<file path="config.mk">
export PLATFORM = sky130hd
export DESIGN_NAME = find_table_mc
export DESIGN_NICKNAME = d
export VERILOG_FILES = /design/src/rtl/find_table_mc.sv
export SDC_FILE = /design/constraint.sdc
export NUM_CORES = 1
export LEC_CHECK = 0
export CORE_ASPECT_RATIO = 1.5
export CORE_MARGIN = 4
export CORE_UTILIZATION = 23
export DETAILED_ROUTE_END_ITERATION = 12
export PLACE_DENSITY = 0.46
export SLEW_MARGIN = 15
export SYNTH_ARGS = -nofsm -noshare
export SYNTH_HDL_FRONTEND = slang
export SYNTH_SLANG_ARGS = --single-unit
</file>
<file path="constraint.sdc">
create_clock -name clk -period 8.7 [get_ports clk]
set_input_delay 1.74 -clock clk [delete_from_list [all_inputs] [get_ports clk]]
set_output_delay 1.74 -clock clk [all_outputs]
set_load 0.02 [all_outputs]
</file>
<file path="src/rtl/find_table_mc.sv">
`default_nettype none
// ============================================================================
//  Module      : find_table_mc
//  Description : Multi-class free-descriptor table. Holds one "row full"
//                vector per size class plus a shared in-flight reservation
//                mask. Answers alloc requests with the lowest free,
//                unreserved row of the requested class. Fixed 2-cycle
//                latency, valid/ready request side, explicit miss result,
//                registered per-class full status.
//  Revision    : 1.0 - initial release
// ============================================================================
module find_table_mc #(
    parameter int NUM_CLASSES   = 4,
    parameter int CLASS_WIDTH   = 2,
    parameter int ROWS          = 64,
    parameter int ROW_IDX_WIDTH = 6,
    parameter int ID_WIDTH      = 8,
    parameter int MAX_PENDING   = 8
) (
    input  logic                     clk,
    input  logic                     rst_n,
    // allocation request
    input  logic                     alloc_valid_in,
    output logic                     alloc_ready_out,
    input  logic [ID_WIDTH-1:0]      alloc_id_in,
    input  logic [CLASS_WIDTH-1:0]   alloc_class_in,
    // allocation result
    output logic                     res_valid_out,
    output logic                     res_hit_out,
    output logic [ID_WIDTH-1:0]      res_id_out,
    output logic [CLASS_WIDTH-1:0]   res_class_out,
    output logic [ROW_IDX_WIDTH-1:0] res_row_out,
    // row update from the AT tree
    input  logic                     upd_valid_in,
    input  logic [ROW_IDX_WIDTH-1:0] upd_idx_in,
    input  logic [NUM_CLASSES-1:0]   upd_bits_in,
    // status
    output logic [NUM_CLASSES-1:0]   class_full_out,
    output logic [ROW_IDX_WIDTH:0]   pending_cnt_out
);

    localparam int                   CNT_WIDTH  = ROW_IDX_WIDTH + 1;
    localparam logic [CNT_WIDTH-1:0] CNT_MAX    = CNT_WIDTH'(ROWS);
    localparam logic [CNT_WIDTH:0]   PEND_LIMIT = (CNT_WIDTH + 1)'(MAX_PENDING);

    // ------------------------------------------------------------------
    // State
    // ------------------------------------------------------------------
    logic [ROWS-1:0]          table_q [NUM_CLASSES];
    logic [ROWS-1:0]          mask_q;
    logic [CNT_WIDTH-1:0]     pend_cnt;

    logic                     s1_valid;
    logic [ID_WIDTH-1:0]      s1_id;
    logic [CLASS_WIDTH-1:0]   s1_class;

    // ------------------------------------------------------------------
    // Combinational signals
    // ------------------------------------------------------------------
    logic [CNT_WIDTH:0]       inflight;
    logic                     accept;
    logic                     class_ok;
    logic [ROWS-1:0]          masked;
    logic                     found;
    logic [ROW_IDX_WIDTH-1:0] pick;
    logic                     s1_hit;
    logic                     upd_clear;
    logic [ROWS-1:0]          mask_next;
    logic [CNT_WIDTH-1:0]     cnt_next;

    // The request in stage 1 counts against the limit: it may still
    // reserve a row at the end of this cycle, so the pending count can
    // reach but never exceed MAX_PENDING. Ready never looks at valid.
    assign inflight        = {1'b0, pend_cnt} + {{CNT_WIDTH{1'b0}}, s1_valid};
    assign alloc_ready_out = rst_n & (inflight < PEND_LIMIT);
    assign accept          = alloc_valid_in & alloc_ready_out;
    assign pending_cnt_out = pend_cnt;

    // Stage-1 search: lowest zero bit of (class row-full vector | reservations).
    // An out-of-range class sees an all-ones vector and therefore misses.
    always_comb begin
        class_ok = (int'(s1_class) < NUM_CLASSES);
        masked   = '1;
        if (class_ok) begin
            masked = table_q[s1_class] | mask_q;
        end
        found = 1'b0;
        pick  = '0;
        // Scan downward so the last assignment made is the lowest free row.
        for (int i = ROWS - 1; i >= 0; i--) begin
            if (!masked[i]) begin
                found = 1'b1;
                pick  = ROW_IDX_WIDTH'(i);
            end
        end
        s1_hit = s1_valid & found;
    end

    // Next reservation mask and pending count from this cycle's hit and update.
    always_comb begin
        upd_clear = upd_valid_in & mask_q[upd_idx_in];
        mask_next = mask_q;
        if (upd_clear) begin
            mask_next[upd_idx_in] = 1'b0;
        end
        // Applied after the clear so that a reservation of the same row wins.
        if (s1_hit) begin
            mask_next[pick] = 1'b1;
        end

        cnt_next = pend_cnt;
        if (s1_hit && !upd_clear) begin
            if (pend_cnt != CNT_MAX) begin
                cnt_next = pend_cnt + CNT_WIDTH'(1);
            end
        end else if (!s1_hit && upd_clear) begin
            if (pend_cnt != '0) begin
                cnt_next = pend_cnt - CNT_WIDTH'(1);
            end
        end
    end

    // Reservation mask and pending counter registers.
    always_ff @(posedge clk or negedge rst_n) begin
        if (!rst_n) begin
            mask_q   <= '0;
            pend_cnt <= '0;
        end else begin
            mask_q   <= mask_next;
            pend_cnt <= cnt_next;
        end
    end

    // Row-full tables: an update rewrites one row of every class at once.
    always_ff @(posedge clk or negedge rst_n) begin
        if (!rst_n) begin
            for (int c = 0; c < NUM_CLASSES; c++) begin
                table_q[c] <= '0;
            end
        end else if (upd_valid_in) begin
            for (int c = 0; c < NUM_CLASSES; c++) begin
                table_q[c][upd_idx_in] <= upd_bits_in[c];
            end
        end
    end

    // Per-class full status, registered from the current table and mask
    // (one cycle behind the state it describes).
    always_ff @(posedge clk or negedge rst_n) begin
        if (!rst_n) begin
            class_full_out <= '0;
        end else begin
            for (int c = 0; c < NUM_CLASSES; c++) begin
                class_full_out[c] <= &(table_q[c] | mask_q);
            end
        end
    end

    // Stage 1: capture the accepted request.
    always_ff @(posedge clk or negedge rst_n) begin
        if (!rst_n) begin
            s1_valid <= 1'b0;
            s1_id    <= '0;
            s1_class <= '0;
        end else begin
            s1_valid <= accept;
            if (accept) begin
                s1_id    <= alloc_id_in;
                s1_class <= alloc_class_in;
            end
        end
    end

    // Stage 2: registered result, strobed for one cycle per request.
    always_ff @(posedge clk or negedge rst_n) begin
        if (!rst_n) begin
            res_valid_out <= 1'b0;
            res_hit_out   <= 1'b0;
            res_id_out    <= '0;
            res_class_out <= '0;
            res_row_out   <= '0;
        end else begin
            res_valid_out <= s1_valid;
            if (s1_valid) begin
                res_hit_out   <= s1_hit;
                res_id_out    <= s1_id;
                res_class_out <= s1_class;
                res_row_out   <= s1_hit ? pick : '0;
            end
        end
    end

endmodule
`default_nettype wire

</file>
==> impl_results.md <==
* Clock Latency Late Sink at 590 ps
* Row count at 129
* Ys async rst share at 100%
* Synth area leader: dfrtp_1
* Layout cell share with drive strength beyond 1 at 29.5%
* Synth top area share at 46.9%
* Net count, final at 1,675
* Die Width at 244 µm
* Core Region at 82,600 µm²
* Initial core utilization at 23.2%
* Area Overhead vs Synth at 14.9%
* Critical path launch point type: input pin
* GRT Total Usage at 21.7%
* Top FF cell, synth: dfrtp_1
* Post-Synthesis Cells at 1,649
* TritonCTS clock tree: yes
* Die Span Y at 362 µm
* Gr ovfl total at 0
* H-tree depth at 2
* Crit-path max FO at 23
* Commonest non-fill, non-tap cells in the layout: dfrtp_1 (358), mux2_2 (269), nor2_1 (171)
* Leakage power at 8.93 nW
* Flops & latches, synth at 360
* Peak supply drop at 0.251 mV
* Worst EP arrival at 6380 ps
* ANT nets after route at 0
* Final Skew at 27.4 ps
* Achievable frequency at 0.169 GHz
* Number of remaining DRC errors at 0
* Max-cap violations at 0
* Number of gates resized after CTS at 0
* Clock Sinks at 360
* RePlAce Congestion at 1.05
* Worst Tran Pin Value at 1350 ps
* Final cell count without fillers at 2,785
* Vias per inst at 5.64
* Final number of hold-violating endpoints at 0
* Mapped Area at 19,200 µm²
* IO buf count at 53
* RSZ-0062 raised after global routing: false
* Setup CP Type: in -> reg
* Slew Viols, Final at 0
* Status: finished clean
* Period minus WS final at 5920 ps
* Number of flops mapped to enable cells by yosys at 0
* CP Capture Type: flip-flop
* DP Wirelength at 73.0 mm
* Worst hold-check path type: reg -> reg
* Initial antenna violation count at 2
* Number of global-route vias before repair at 16.1k
* FF+latch area at 9020 µm²
* Ports at 54
* Area of the multi-input gates at 9550 µm²
* Synth unique cells at 83
* TritonCTS buffer count at 39
* Worst-path clk slew at 60 ps
* Final wirelength at 98.5 mm
* Setup TNS at 0 ps
* Pwr Density at 327 nW/µm²
* Wire per inst at 35.4 µm
* Largest net degree at the start of global routing at 134
* Rel. slew slack at 9.72%
* Post-placement cell count at 2,716
* Die area at 88,300 µm²
* Clock Tree Root: clkbuf_16
* Drt first pass iters at 5
* Most common cell after layout, fill and taps aside: dfrtp_1
* CTS Hold Bufs at 0
* Filler instances at 8,677
* Final period utilization at 68.1%
* Synthesized area per cell at 11.6 µm²
* Final setup vio count at 0
* Syn Nets at 1,680
* DRT iter0 DRCs at 1,619
* Synth Warn # at 0
* Post-CTS Setup Inserts at 0
* CTS max path bufs at 3
* Sequential share of the synthesized area at 46.9%
* CP required at 9160 ps
* Largest cells by area after synthesis: dfrtp_1 (47%), mux2_2 (16%), mux4_2 (6.9%)
* First-pass GRT wire length at 134 mm
* Via count at 15.7k
-- power by group --
group	internal [mW]	total, mW	switching, mW
clock network	1.01	1.76	0.751
logic	1.01	2.86	1.85
registers	1.96	2.60	0.631
total	3.98	7.22	3.24
-- metal layers --
layer  track usage, %  up-vias  part of all wire, %
li1                 -     6299                    -
met1             22.7     8237                   34
met2             37.6      817                   49
met3             3.32      343                  5.3
met4             19.6        4                   12
met5                0        -                0.047
-- flip-flops by register name, summed over array words and instances (netlist names) --
signal and flops:
res_valid_out 1, class_full_out 4, s1_class 2, table_q 256, res_row_out 6, mask_q 64
s1_id 8, pending_cnt_out 7, res_class_out 2, res_hit_out 1, s1_valid 1, res_id_out 8
-- critical path: stages --
cell	delay, ps
clkdlybuf4s50_1	1050
inv_1	350
and3_1	250
a31oi_1	140
o221a_2	210
o22ai_1	80
nor4_2	390
nand2b_1	250
ha_1	220
inv_1	150
fa_1	440
a21o_1	170
a21o_1	190
a21o_1	180
a21oi_1	180
xnor2_1	160
nand2_1	90
xnor2_1	130
-- stage by stage --
stage                     utilization [%]  area (µm²)  power, mW  hold WS, ps  setup WS, ps
after floorplan                         -       19200       4.03          411          3000
after global placement               25.1       20800       5.42          453          1940
after detailed placement             25.1       20800       5.40          461          1910
after CTS                            26.7       22100       7.19          476          2520
after global routing                 26.7       22100       7.40          506          2490
final                                26.7       22100       7.22          474          2780
-- final timing paths --
check / start / endpoint / slack, ps / depth (start not counted)
min in group asynchronous: rst_n / table_q[59] / 1080 / 1
max in group asynchronous: rst_n / table_q[255] / 4910 / 4
hold reg to reg: s1_id[6] / s1_id[6] / 470 / 2
setup / recovery: upd_idx_in[1] / pending_cnt_out[6] / 2780 / 18
hold / removal: s1_id[6] / s1_id[6] / 470 / 2
setup reg to reg: s1_class[0] / pending_cnt_out[6] / 3060 / 18
-- logic make-up (layout without fill, tap and decap cells) --
| logic type | count (synthesis) | count (layout) | share of synthesized area [%] |
|---|---|---|---|
| muxes | 350 | 350 | 24.3 |
| buffers and inverters | 143 | 165 | 3.61 |
| xor gates and xnor gates | 8 | 8 | 0.365 |
| other | 0 | 1 | 0 |
| adders and majority gates | 7 | 7 | 0.495 |
| AOI/OAI and AO/OA | 395 | 395 | 15.1 |
| and+or+nand+nor | 386 | 386 | 9.24 |
| DFF | 360 | 360 | 46.9 |
-- synth_stat cells (4+ instances only) --
master and number:
buf_2 16, mux2i_1 17, o31ai_1 72, o22a_1 19, or2_2 4, a31oi_1 5
mux4_1 5, nand4_1 25, mux4_2 59, a21oi_1 8, ha_1 6, o32a_1 5
o22ai_1 137, nor2_1 171, mux2_2 269, clkbuf_1 94, a21o_1 9, a22oi_1 7
or3_1 6, nand3_1 14, buf_12 4, and2_1 4, o31ai_2 21, o21ai_0 47
inv_1 11, buf_1 8, dfrtp_1 360, a221oi_1 6, and3_1 4, a31o_2 4
buf_6 5, a211oi_1 4, nor2b_1 11, nor3_1 22, nand2b_1 5, nor4_1 6
xnor2_1 7, a22o_1 6, nand2_1 92, o211ai_1 6
-- area by class of cell --
class | count | share of cell area, %
multi-input cells | 1146 | 43.3
flip-flops and latches | 360 | 40.9
well taps | 1113 | 6.31
clock buffers | 47 | 4.74
repair buffers | 86 | 3.47
clock inverters | 21 | 1.17
inverters | 11 | 0.187
diodes | 1 | 0.0113
No activity file was read; power rests on OpenSTA's default activity.
